===== src/rtl/ks_sum_inc_pipe_if.sv =====
// rtl/ks_sum_inc_pipe_if.sv - operand and result handshake bundle for ks_sum_inc_pipe
interface ks_sum_inc_pipe_if #(
    parameter int WIDTH = 16,
    parameter int TAG_W = 4
);
    logic             in_valid;
    logic             in_ready;
    logic [WIDTH-1:0] in_a;
    logic [WIDTH-1:0] in_b;
    logic             in_sub;
    logic [TAG_W-1:0] in_tag;
    logic             out_valid;
    logic             out_ready;
    logic [WIDTH-1:0] out_sum0;
    logic [WIDTH-1:0] out_sum1;
    logic             out_cout0;
    logic             out_cout1;
    logic [TAG_W-1:0] out_tag;

    modport slave (
        input  in_valid, in_a, in_b, in_sub, in_tag, out_ready,
        output in_ready, out_valid, out_sum0, out_sum1, out_cout0, out_cout1, out_tag
    );

    modport master (
        output in_valid, in_a, in_b, in_sub, in_tag, out_ready,
        input  in_ready, out_valid, out_sum0, out_sum1, out_cout0, out_cout1, out_tag
    );
endinterface


===== src/rtl/ks_sum_inc_pipe.sv =====
// rtl/ks_sum_inc_pipe.sv - pipelined Kogge-Stone compound adder producing A+B' and A+B'+1
module ks_sum_inc_pipe #(
    parameter int WIDTH     = 16,
    parameter int REG_EVERY = 2,
    parameter int TAG_W     = 4
) (
    input  logic             clk,
    input  logic             rst,
    ks_sum_inc_pipe_if.slave io
);
    // L prefix levels split into NB register banks; latency is 1 + NB.
    localparam int L  = $clog2(WIDTH);
    localparam int NB = (L + REG_EVERY - 1) / REG_EVERY;

    logic             advance;
    logic [WIDTH-1:0] b_eff;

    logic [WIDTH-1:0] g_q   [NB];
    logic [WIDTH-1:0] p_q   [NB];
    logic [WIDTH-1:0] r_q   [NB];
    logic [TAG_W-1:0] tag_q [NB];
    logic [NB-1:0]    v_q;

    logic [WIDTH-1:0] bank_g [NB];
    logic [WIDTH-1:0] bank_p [NB];

    logic [WIDTH-1:0] sum0_q, sum0_d;
    logic [WIDTH-1:0] sum1_q, sum1_d;
    logic             cout0_q, cout0_d;
    logic             cout1_q, cout1_d;
    logic [TAG_W-1:0] tag_o_q;
    logic             valid_o_q;

    assign advance     = !valid_o_q || io.out_ready;
    assign io.in_ready = advance;
    assign b_eff       = io.in_sub ? ~io.in_b : io.in_b;

    // Each bank starts from its stage register and runs up to REG_EVERY levels;
    // spans past bit 0 shift in zeros so low positions pass through untouched.
    always_comb begin : prefix_net
        logic [WIDTH-1:0] cur_g;
        logic [WIDTH-1:0] cur_p;
        cur_g = '0;
        cur_p = '0;
        for (int b = 0; b < NB; b++) begin
            bank_g[b] = '0;
            bank_p[b] = '0;
        end
        for (int k = 0; k < L; k++) begin
            if (k % REG_EVERY == 0) begin
                cur_g = g_q[k / REG_EVERY];
                cur_p = p_q[k / REG_EVERY];
            end
            cur_g = cur_g | (cur_p & (cur_g << (1 << k)));
            cur_p = cur_p & ((cur_p << (1 << k)) | ~({WIDTH{1'b1}} << (1 << k)));
            if (((k + 1) % REG_EVERY == 0) || (k == L - 1)) begin
                bank_g[k / REG_EVERY] = cur_g;
                bank_p[k / REG_EVERY] = cur_p;
            end
        end
    end

    // The +1 result reuses the same prefix: a carry-in of 1 turns every
    // all-propagate group into a carry, so no second adder is needed.
    always_comb begin : final_sums
        logic [WIDTH-1:0] gf;
        logic [WIDTH-1:0] pf;
        logic [WIDTH-1:0] c0;
        logic [WIDTH-1:0] c1;
        gf      = bank_g[NB-1];
        pf      = bank_p[NB-1];
        c0      = {gf[WIDTH-2:0], 1'b0};
        c1      = {gf[WIDTH-2:0] | pf[WIDTH-2:0], 1'b1};
        sum0_d  = r_q[NB-1] ^ c0;
        sum1_d  = r_q[NB-1] ^ c1;
        cout0_d = gf[WIDTH-1];
        cout1_d = gf[WIDTH-1] | pf[WIDTH-1];
    end

    always_ff @(posedge clk or posedge rst) begin
        if (rst) begin
            for (int s = 0; s < NB; s++) begin
                g_q[s]   <= '0;
                p_q[s]   <= '0;
                r_q[s]   <= '0;
                tag_q[s] <= '0;
            end
            v_q       <= '0;
            sum0_q    <= '0;
            sum1_q    <= '0;
            cout0_q   <= 1'b0;
            cout1_q   <= 1'b0;
            tag_o_q   <= '0;
            valid_o_q <= 1'b0;
        end else if (advance) begin
            v_q[0]   <= io.in_valid;
            g_q[0]   <= io.in_a & b_eff;
            p_q[0]   <= io.in_a ^ b_eff;
            r_q[0]   <= io.in_a ^ b_eff;
            tag_q[0] <= io.in_tag;
            for (int s = 1; s < NB; s++) begin
                g_q[s]   <= bank_g[s-1];
                p_q[s]   <= bank_p[s-1];
                r_q[s]   <= r_q[s-1];
                tag_q[s] <= tag_q[s-1];
                v_q[s]   <= v_q[s-1];
            end
            sum0_q    <= sum0_d;
            sum1_q    <= sum1_d;
            cout0_q   <= cout0_d;
            cout1_q   <= cout1_d;
            tag_o_q   <= tag_q[NB-1];
            valid_o_q <= v_q[NB-1];
        end
    end

    assign io.out_valid = valid_o_q;
    assign io.out_sum0  = sum0_q;
    assign io.out_sum1  = sum1_q;
    assign io.out_cout0 = cout0_q;
    assign io.out_cout1 = cout1_q;
    assign io.out_tag   = tag_o_q;
endmodule


===== src/flat_wrapper.sv =====
// flat-port wrapper written by rule: the top's interface ports become plain ports
module ks_sum_inc_pipe_flat 
#(
    parameter int WIDTH     = 16,
    parameter int REG_EVERY = 2,
    parameter int TAG_W     = 4
)
  (clk, rst, io_in_valid, io_in_a, io_in_b, io_in_sub, io_in_tag, io_out_ready, io_in_ready, io_out_valid, io_out_sum0, io_out_sum1, io_out_cout0, io_out_cout1, io_out_tag);
  ks_sum_inc_pipe_if #(.WIDTH(WIDTH), .TAG_W(TAG_W)) io_i ();
  input  logic clk;
  input  logic rst;
  input wire logic [$bits(io_i.in_valid)-1:0] io_in_valid;
  input wire logic [$bits(io_i.in_a)-1:0] io_in_a;
  input wire logic [$bits(io_i.in_b)-1:0] io_in_b;
  input wire logic [$bits(io_i.in_sub)-1:0] io_in_sub;
  input wire logic [$bits(io_i.in_tag)-1:0] io_in_tag;
  input wire logic [$bits(io_i.out_ready)-1:0] io_out_ready;
  output wire logic [$bits(io_i.in_ready)-1:0] io_in_ready;
  output wire logic [$bits(io_i.out_valid)-1:0] io_out_valid;
  output wire logic [$bits(io_i.out_sum0)-1:0] io_out_sum0;
  output wire logic [$bits(io_i.out_sum1)-1:0] io_out_sum1;
  output wire logic [$bits(io_i.out_cout0)-1:0] io_out_cout0;
  output wire logic [$bits(io_i.out_cout1)-1:0] io_out_cout1;
  output wire logic [$bits(io_i.out_tag)-1:0] io_out_tag;
  assign io_i.in_valid = io_in_valid;
  assign io_i.in_a = io_in_a;
  assign io_i.in_b = io_in_b;
  assign io_i.in_sub = io_in_sub;
  assign io_i.in_tag = io_in_tag;
  assign io_i.out_ready = io_out_ready;
  assign io_in_ready = io_i.in_ready;
  assign io_out_valid = io_i.out_valid;
  assign io_out_sum0 = io_i.out_sum0;
  assign io_out_sum1 = io_i.out_sum1;
  assign io_out_cout0 = io_i.out_cout0;
  assign io_out_cout1 = io_i.out_cout1;
  assign io_out_tag = io_i.out_tag;
  ks_sum_inc_pipe #(.WIDTH(WIDTH), .REG_EVERY(REG_EVERY), .TAG_W(TAG_W)) u_core (.clk(clk), .rst(rst), .io(io_i));
endmodule

===== config.mk =====
export PLATFORM = sky130hd
export DESIGN_NAME = ks_sum_inc_pipe_flat
export DESIGN_NICKNAME = d
export VERILOG_FILES = /design/src/rtl/ks_sum_inc_pipe_if.sv /design/src/rtl/ks_sum_inc_pipe.sv /design/src/flat_wrapper.sv
export SDC_FILE = /design/constraint.sdc
export NUM_CORES = 1
export LEC_CHECK = 0
export ABC_CLOCK_PERIOD_IN_PS = 5600
export CELL_PAD_IN_SITES_DETAIL_PLACEMENT = 2
export CELL_PAD_IN_SITES_GLOBAL_PLACEMENT = 2
export CORE_AREA = 2 2 121 170
export CTS_CLUSTER_SIZE = 24
export DETAILED_ROUTE_END_ITERATION = 16
export DIE_AREA = 0 0 123 172
export DONT_BUFFER_PORTS = 1
export PLACE_DENSITY = 0.7
export RECOVER_POWER = 50
export SLEW_MARGIN = 10
export SYNTH_ARGS = -nofsm -noshare
export SYNTH_HDL_FRONTEND = slang
export SYNTH_SLANG_ARGS = --single-unit

===== constraint.sdc =====
create_clock -name clk -period 5.6 [get_ports clk]
set_input_delay 0.84 -clock clk [delete_from_list [all_inputs] [get_ports clk]]
set_output_delay 0.84 -clock clk [all_outputs]
set_load 0.005 [all_outputs]

==> out/results.ini, run 1 <==
[setup_path]
r2r_end=u_core.p_q[5]
worstPathCellList=nor2b_2 > buf_4 > clkbuf_1 > nor2_1 > a32o_1
r2r_cells=5
cp.depth=5
cp.arrival_ns=4.09
crit_path_top_delay_cell=clkbuf_1
end_kind=register
critPathKind=reg2reg
cp_max_fo=60
reg2reg_from=u_core.io.out_valid
max_stage_delay_ns=1.95
worstSetupStartpointType=register
ff2ff_setup_slack_ns=1.80
critPathTopFamily=buffers and inverters
worst-path-buf-inv=2
worstPathRequired_ns=5.89

[timing]
hold_viol_final=0
fin_skew_ns=0.0101
setup_viol=0
timing.slew.headroom_pct=-104
rsz0062_at_grt=no
finalMaxSlewViolations=128
finalCritPeriodShare_pct=67.9
fin_tns_setup_ns=0
fin_crit_ns=3.80
tightest_slew_ns=3.04
fmax_ghz=0.263

[hold_path]
hold_start=u_core.tag_q[0]
holdCritPathClass=reg2reg
holdPathEnd=u_core.tag_q[0]
worstHoldPathCells=2

[logic_synthesis]
seq_area_frac_synth_pct=55.0
ys_types=33
synth_cells=624
synth_nets=681
synth_seq_cells=128
syn_area_um2=5820
postSynthAreaPerCell_um2=9.33
yosys_warnings=0

[grt]
grt_pass1_vias=4686
grtUsageTotal_pct=15.7
grt_max_degree=95
overflow=0
antenna_found_initial=0
grt_first_pass_wirelength_um=25500

[place]
port_buffers=0
place_inst=849
hpwlAfterDp_um=10800
gp_congestion=0.783

[power]
power_density_nw_per_um2=545
swShare_pct=37.0
total_power_mw=3.57
p_leak_nw=3.01
clkPwrFrac_pct=28.7
seq_power_share_pct=45.6
comb_power_share_pct=25.7
irDropWorstVdd_uv=211
p_sw_mw=1.32
p_int_mw=2.25

[clock_tree]
cts_sinks=128
cts_tree=yes
clock_path_buffers=2
cts_setup_buffers=0
cts_max_level=4
clk_latency_ns=0.42
ctsResizeCount=0
clockRootBuffer=clkbuf_16
cts_inserted_buffers=17
clk_pin_slew_worst_paths_ns=0.06
holdBufCountCts=0

[cells_and_area]
drive_gt1_share_pct=6.84
num_antenna_cells=0
fin_cells=881
fin_nets=673
area_delta_synth_final_pct=12.5

[floorplan]
die_w_um=123
coreArea_um2=19700
die-area_um2=21200
fp.dieH_um=172
rows=61
ios=81
start_util_pct=29.6

[job]
maxCapViolCount=2

[outcome]
status=complete, but fails checks
violations=max-capacitance violations, max-slew violations

[drt]
drc_errors=0
num_vias=4254
wire_per_inst_um=17.7
wl_um=15600
ant_nets=0
via_per_inst=4.83
drtPass1Iterations=4
drt_iter0_drc=243

## worst reg2reg max path, stage by stage (launching register included)
cell	delay, ns
dfrtp_1	0.37
nor2b_2	0.14
buf_4	0.44
clkbuf_1	1.97
nor2_1	0.36
a32o_1	0.40
## cell usage after synthesis
cell | number | share of area, %
o31ai_1 | 4 | 0.52
nor2b_1 | 1 | 0.11
a21o_1 | 3 | 0.39
a21oi_1 | 50 | 4.3
xnor2_1 | 22 | 3.3
o21ai_0 | 25 | 2.1
inv_2 | 1 | 0.064
inv_1 | 5 | 0.32
o41ai_1 | 1 | 0.15
nand2_1 | 221 | 14
xor2_1 | 24 | 3.6
dfrtp_1 | 128 | 55
nand2b_1 | 5 | 0.54
buf_2 | 22 | 1.9
and3_1 | 1 | 0.11
o21bai_1 | 4 | 0.52
o21ai_1 | 8 | 0.69
o211ai_1 | 10 | 1.3
o31ai_2 | 3 | 0.64
nand3_1 | 3 | 0.26
nor2b_4 | 1 | 0.24
nor3_1 | 3 | 0.26
ha_1 | 16 | 3.4
buf_6 | 1 | 0.19
a32o_1 | 3 | 0.52
a21oi_2 | 2 | 0.30
mux2i_1 | 2 | 0.34
clkbuf_1 | 5 | 0.32
a22o_1 | 1 | 0.15
buf_4 | 3 | 0.39
o21a_1 | 11 | 1.4
nor2_1 | 33 | 2.1
or3_1 | 2 | 0.21
## worst max-delay path by stage
stage,startpoint,end,slack (ns)
finish,u_core.io.out_valid,u_core.p_q[5],1.80
global route,u_core.io.out_valid,u_core.p_q[5],1.43
CTS,u_core.io.out_valid,u_core.g_q[12],2.92
detailed placement,io_out_ready,u_core.g_q[11],2.60
global placement,io_out_ready,u_core.g_q[10],2.73
floorplan,rst,u_core.g_q[0],1.35
## power groups by stage
| stage | Clock, mW | Combinational (mW) | Sequential, mW |
|---|---|---|---|
| floorplan | 0 | 0.759 | 1.51 |
| global placement | 0 | 0.891 | 1.64 |
| detailed placement | 0 | 0.937 | 1.66 |
| CTS | 1.05 | 0.950 | 1.64 |
| global route | 1.09 | 1.06 | 1.69 |
| finish | 1.02 | 0.917 | 1.63 |
## cell families after synthesis
logic type,count (synthesis),synth area share (%)
XOR/XNOR,46,6.92
multiplexers,2,0.344
AO/OA/AOI/OAI,125,13.0
buffers and inverters,37,3.18
adder cells (fa/ha/maj),16,3.44
AND/OR/NAND/NOR,270,18.1
flip-flops,128,55.0
## registers in the layout, indices dropped and copies added (netlist names)
signal	flops
u_core.g_q	32
u_core.io.out_cout0	1
u_core.io.out_cout1	1
u_core.io.out_sum0	16
u_core.io.out_sum1	16
u_core.io.out_tag	4
u_core.io.out_valid	1
u_core.p_q	31
u_core.r_q	16
u_core.tag_q	8
u_core.v_q	2
## per-layer routing
layer  GRT usage [%]  share of wire (%)
met1            19.4                 42
met2            27.2                 52
met3            2.84                3.7
met4            5.53                1.5
met5               0                  0
## per-stage QoR
stage / hold WS (ns) / setup slack (ns) / util (%) / area (um2)
2_1_floorplan: 0.430 / 1.35 / - / 5820
3_3_place_gp: 0.443 / 2.73 / 30.5 / 6010
3_5_place_dp: 0.458 / 2.60 / 30.5 / 6010
4_1_cts: 0.474 / 2.92 / 33.3 / 6560
5_1_grt: 0.504 / 1.43 / 33.3 / 6550
6_report: 0.469 / 1.80 / 33.3 / 6550
## cells in the final DEF (no fill, tap or decap), drive strengths merged, types with 7 or more instances in the layout
master / n
o211ai: 10
xnor2: 22
ha: 16
clkinv: 11
nand2: 221
dfrtp: 128
o31ai: 7
a21oi: 52
o21ai: 33
xor2: 24
o21a: 11
clkbuf: 18
nor2: 33
## final cells by class
| type | count | area [um2] |
|---|---|---|
| clock inverters | 15 | 123 |
| well taps | 252 | 315 |
| flip-flops and latches | 128 | 3200 |
| multi-input cells | 459 | 2430 |
| inverters | 6 | 26.3 |
| repair buffers | 4 | 26.3 |
| fillers | 2177 | 13100 |
| clock buffers | 17 | 425 |
Power figures use the tool's default switching activity.
==> run 2: changes to the inputs <==
--- a/config.mk
+++ b/config.mk
@@ -5,15 +5,16 @@
 export SDC_FILE = /design/constraint.sdc
 export NUM_CORES = 1
 export LEC_CHECK = 0
-export ABC_CLOCK_PERIOD_IN_PS = 5600
+export ABC_AREA = 1
+export ABC_CLOCK_PERIOD_IN_PS = 3700
 export CELL_PAD_IN_SITES_DETAIL_PLACEMENT = 2
 export CELL_PAD_IN_SITES_GLOBAL_PLACEMENT = 2
-export CORE_AREA = 2 2 121 170
+export CORE_AREA = 2 2 122 171
 export CTS_CLUSTER_SIZE = 24
 export DETAILED_ROUTE_END_ITERATION = 16
-export DIE_AREA = 0 0 123 172
+export DIE_AREA = 0 0 124 173
 export DONT_BUFFER_PORTS = 1
-export PLACE_DENSITY = 0.7
+export PLACE_DENSITY = 0.72
 export RECOVER_POWER = 50
 export SLEW_MARGIN = 10
 export SYNTH_ARGS = -nofsm -noshare
==> constraint.sdc (replaced) <==
create_clock -name clk -period 3.7 [get_ports clk]
set_input_delay 0.555 -clock clk [delete_from_list [all_inputs] [get_ports clk]]
set_output_delay 0.555 -clock clk [all_outputs]
set_load 0.005 [all_outputs]
==> run 2 against run 1 <==
Net effect: the flow now finishes without violations; sequential cell count unchanged; core utilization up 0.50 points; power up 52%; register-to-register slack worse by 0.24 ns; worst hold slack worse by 0.24 ns; synthesized cell count up 10%; die area up 1.4%; critical path type is now reg2out; highest routed layer unchanged.
==> out/results.ini, run 2 <==
[logic_synthesis]
yosys.area.top_type=dfrtp_1
synth_edf_count=0
synth-main-ff-cell=dfrtp_1
ys_types=24
synth_nets=745
yosys.area.top_type_share_pct=54.3
yosysMostFrequentCell=nand2_1
synth_seq_cells=128
yosys_warnings=0
synthTopCellsByCount=227 x nand2_1, 128 x dfrtp_1, 66 x o21ai_0
async_reset_ff_share_pct=100
synth_cells=688
syn_area_um2=5900
postSynthAreaPerCell_um2=8.57
seq_area_frac_synth_pct=54.3
synthTopCellsByArea=dfrtp_1 54%, nand2_1 14%, o21ai_0 5.6%

[setup_path]
worstPathCellList=nand2_4 > buf_4
cp.arrival_ns=1.73
cp_max_fo=55
worstSetupStartpointType=register
max_stage_delay_ns=0.50
crit_path_top_delay_cell=buf_4
end_kind=output port
critPathKind=reg2out
worst-path-buf-inv=1
critPathTopFamily=buffers and inverters
worstPathRequired_ns=3.14

[grt]
antenna_found_initial=0
grt_max_degree=129
grt_first_pass_wirelength_um=28300
overflow=0
grtUsageTotal_pct=16.9
grt_pass1_vias=5291

[power]
comb_power_share_pct=24.9
p_leak_nw=3.25
clkPwrFrac_pct=31.3
seq_power_share_pct=43.9
p_int_mw=3.43
total_power_mw=5.43
swShare_pct=36.7
power_density_nw_per_um2=810
p_sw_mw=1.99
irDropWorstVdd_uv=353

[clock_tree]
cts_setup_buffers=0
cts_sinks=128
cts_max_level=4
clockRootBuffer=clkbuf_16
ctsResizeCount=0
clk_pin_slew_worst_paths_ns=0.06
holdBufCountCts=0
cts_tree=yes
clock_path_buffers=2
clk_latency_ns=0.43
cts_inserted_buffers=17

[drt]
num_vias=4668
wire_per_inst_um=17.8
drc_errors=0
ant_nets=0
drtPass1Iterations=4
via_per_inst=4.93
wl_um=16800
drt_iter0_drc=239

[floorplan]
start_util_pct=29.7
ios=81
rows=61
die-area_um2=21500
die_w_um=124
fp.dieH_um=173
coreArea_um2=19800

[hold_path]
holdCritPathClass=in2async

[cells_and_area]
area_delta_synth_final_pct=13.6
mostFrequentLayoutCell=nand2_1
num_antenna_cells=0
largest_reg_flops=32
fin_cells=946
drive_gt1_share_pct=5.62
postLayoutCellArea_um2=6700
fin_nets=740
top_register=u_core.g_q
final_cell_mix=227 x nand2_1, 128 x dfrtp_1, 69 x o21ai_0, 62 x inv_1, 48 x nand3_1
largest_registers=u_core.g_q: 32 flops, u_core.p_q: 31 flops

[timing]
finalCritPeriodShare_pct=61.8
fmax_ghz=0.437
setup_viol=0
fin_crit_ns=2.29
holdWs_ns=0.229
timing.slew.headroom_pct=47.2
hold_viol_final=0
fin_skew_ns=0.0211
fin_tns_setup_ns=0
tightest_slew_ns=0.792
rsz0062_at_grt=no
finalMaxSlewViolations=0

[place]
hpwlAfterDp_um=12000
gp_congestion=0.769
port_buffers=0
place_inst=916
place_area_um2=6110

[outcome]
status=complete, no violations

[job]
maxCapViolCount=0

-- run 2: cell types whose count changed in the layout (fill, tap and decap cells not counted), sizes merged, moves of 11 or more --
cell,change
inv,+58
nand3,+45
o21ai,+44
a21oi,-34
xnor2,-21
a31oi,+15
nor2,-11
o21a,-11
-- run 2: final cells by class --
cell class | count | area (um2)
multi-input cells | 468 | 2300
repair buffers | 4 | 42.5
fillers | 2268 | 13100
inverters | 64 | 241
clock inverters | 11 | 140
flip-flops and latches | 128 | 3200
well taps | 252 | 315
clock buffers | 19 | 453
-- run 2: power groups by stage --
stage	clock network (mW)	registers (mW)	logic, mW
finish	1.70	2.38	1.35
global route	1.79	2.46	1.59
CTS	1.74	2.40	1.39
detailed placement	0	2.42	1.37
global placement	0	2.39	1.27
floorplan	0	2.22	1.04
-- run 2: worst register-to-register path, cell delays in order (launching register included) --
cell	delay [ns]
dfrtp_1	0.42
nand2_4	0.36
buf_4	0.73
nand3_1	0.28
o31ai_1	0.25
-- run 2: cells by family after synthesis --
| family | share of synthesized area [%] |
|---|---|
| AO/OA/AOI/OAI | 11.3 |
| XOR/XNOR | 3.27 |
| adder cells (fa/ha/maj) | 3.40 |
| buffers and inverters | 6.68 |
| flip-flops | 54.3 |
| AND/OR/NAND/NOR | 21.0 |
-- run 2: worst paths after layout --
path | start | to | slack (ns) | depth (start not counted)
max | u_core.io.out_valid | io_in_ready | 1.41 | 2
min | rst | u_core.tag_q[5] | 0.23 | 2
max reg2reg | u_core.io.out_valid | u_core.p_q[15] | 1.56 | 4
min reg2reg | u_core.v_q[1] | u_core.io.out_valid | 0.46 | 2
max in group asynchronous | rst | u_core.io.out_sum1[12] | 2.91 | 2
min in group clk | io_in_tag[2] | u_core.tag_q[6] | 0.26 | 2
-- run 2: metal layers --
| metal | vias up | global-route usage [%] | wire [um] |
|---|---|---|---|
| met3 | 20 | 3.53 | 687 |
| met1 | 2347 | 21.1 | 7140 |
| li1 | 2220 | - | - |
| met5 | - | 0 | 0 |
| met2 | 81 | 28.5 | 8670 |
| met4 | 0 | 6.13 | 342 |
-- run 2: per-stage QoR --
step	worst slack [ns]	utilization, %
5_1_grt	1.27	33.8
4_1_cts	1.37	33.8
6_report	1.41	33.8
3_3_place_gp	1.43	30.8
3_5_place_dp	1.35	30.8
2_1_floorplan	1.56	-
==> run 3: changes to the inputs <==
--- a/config.mk
+++ b/config.mk
@@ -6,7 +6,7 @@
 export NUM_CORES = 1
 export LEC_CHECK = 0
 export ABC_AREA = 1
-export ABC_CLOCK_PERIOD_IN_PS = 3700
+export ABC_CLOCK_PERIOD_IN_PS = 2200
 export CELL_PAD_IN_SITES_DETAIL_PLACEMENT = 2
 export CELL_PAD_IN_SITES_GLOBAL_PLACEMENT = 2
 export CORE_AREA = 2 2 122 171
==> constraint.sdc (replaced) <==
create_clock -name clk -period 2.2 [get_ports clk]
set_input_delay 0.33 -clock clk [delete_from_list [all_inputs] [get_ports clk]]
set_output_delay 0.33 -clock clk [all_outputs]
set_load 0.005 [all_outputs]
==> run 3 against run 2 <==
Net effect: the flow now finishes with violations (max-capacitance violations, max-slew violations); critical path depth unchanged; final cell count up 0.53%; clock skew down 0.0087 ns; first-iteration DRC count up 15%; power up 72%; critical path type unchanged; largest cell class unchanged.
==> out/results.ini, run 3 (synthesized netlist as in run 2, its figures left out) <==
[grt]
grt_pass1_vias=5347
overflow=0
antenna_found_initial=0
grt_first_pass_wirelength_um=28700
grtUsageTotal_pct=17.2
grt_max_degree=145

[cells_and_area]
fin_nets=743
largest_registers=u_core.g_q: 32 flops, u_core.p_q: 31 flops
ff_latch_area_um2=3200
drive_gt1_share_pct=6.15
final_cell_mix=227 x nand2_1, 128 x dfrtp_1, 66 x o21ai_0, 62 x inv_1, 48 x nand3_1
top_register=u_core.g_q
num_antenna_cells=0
largest_reg_flops=32
fillers=2217
fin_util_pct=34.1
area_delta_synth_final_pct=14.8
multiInputGateArea_um2=2300
mostFrequentLayoutCell=nand2_1

[job]
maxCapViolCount=1

[place]
hpwlAfterDp_um=12000
port_buffers=0
gp_congestion=0.768

[setup_path]
crit_path_top_delay_cell=dfrtp_1
cp_max_fo=144
max_stage_delay_ns=0.42
cp-startpoint=u_core.io.out_valid
ff2ff_setup_slack_ns=0.53
worstPathRequired_ns=1.87
critPathKind=reg2out
reg2reg_from=u_core.io.out_valid
worstPathCellList=nand2_4 > buf_12
worstSetupStartpointType=register
end_kind=output port
cp.arrival_ns=1.44

[timing]
rsz0062_at_grt=no
holdWs_ns=0.0223
fin_crit_ns=1.77
fin_tns_setup_ns=0
timing.slew.headroom_pct=-19.8
fin_skew_ns=0.0124
finalCritPeriodShare_pct=80.3
finalMaxSlewViolations=129
hold_viol_final=0
setup_viol=0
tightest_slew_ns=1.80
fmax_ghz=0.566

[outcome]
violations=max-capacitance violations, max-slew violations
status=complete, but fails checks

[power]
power_density_nw_per_um2=1380
irDropWorstVdd_uv=568
total_power_mw=9.34
p_leak_nw=3.28

[hold_path]
hold_start=io_in_valid
holdCritPathClass=in2reg

[drt]
drtPass1Iterations=4
via_per_inst=4.98
wire_per_inst_um=17.9
drt_iter0_drc=276
drc_errors=0
wl_um=17000
ant_nets=0
num_vias=4732

[floorplan]
fp.dieH_um=173
coreArea_um2=19800
die_w_um=124
ios=81
rows=61
die-area_um2=21500
start_util_pct=29.7

[clock_tree]
cts_inserted_buffers=17
cts_tree=yes
ctsResizeCount=0
clockRootBuffer=clkbuf_16
cts_max_level=4
holdBufCountCts=0
clk_latency_ns=0.43
cts_sinks=128
clock_path_buffers=2
cts_setup_buffers=0
clk_pin_slew_worst_paths_ns=0.06

[run 3: per-layer routing]
layer	global-route usage (%)	routed length, um	vias up
li1	-	-	2234
met1	21.0	7230	2409
met2	29.8	8970	71
met3	3.66	602	18
met4	5.34	216	0
met5	0	0	-
[run 3: where the power goes]
| group | internal, mW | switching, mW | leakage [nW] | total (mW) |
|---|---|---|---|---|
| sequential | 3.21 | 0.802 | 1.58 | 4.02 |
| clock | 1.93 | 1.10 | 0.296 | 3.02 |
| combinational | 0.779 | 1.52 | 1.40 | 2.30 |
[run 3: through the flow]
stage	area [um2]	cells	setup slack, ns
6_report	6770	951	0.434
5_1_grt	6770	951	0.283
4_1_cts	6790	951	0.394
3_5_place_dp	6160	919	0.589
3_3_place_gp	6160	919	0.690
2_1_floorplan	5900	688	0.289
[run 3: worst max-delay path, delay by kind of cell (launching register included)]
kind,cells,cell delay [ns]
flops,1,0.42
buf+inv,1,0.37
simple gates,1,0.11
[run 3: worst paths after layout]
path                                          end  cells after the start
max                                   io_in_ready                      2
min                                 u_core.v_q[0]                      2
max reg2reg                         u_core.g_q[9]                      4
min reg2reg                   u_core.io.out_valid                      2
max in group asynchronous  u_core.io.out_sum0[12]                      2
min in group asynchronous         u_core.tag_q[6]                      2
[run 3: cell type report]
| cell class | count | share of cell area (%) |
|---|---|---|
| inverter | 64 | 3.57 |
| timing repair buffer | 7 | 1.15 |
| clock inverter | 13 | 2.75 |
| multi-input combinational | 468 | 34.0 |
| clock buffer | 19 | 6.54 |
| tap | 252 | 4.66 |
| sequential | 128 | 47.3 |
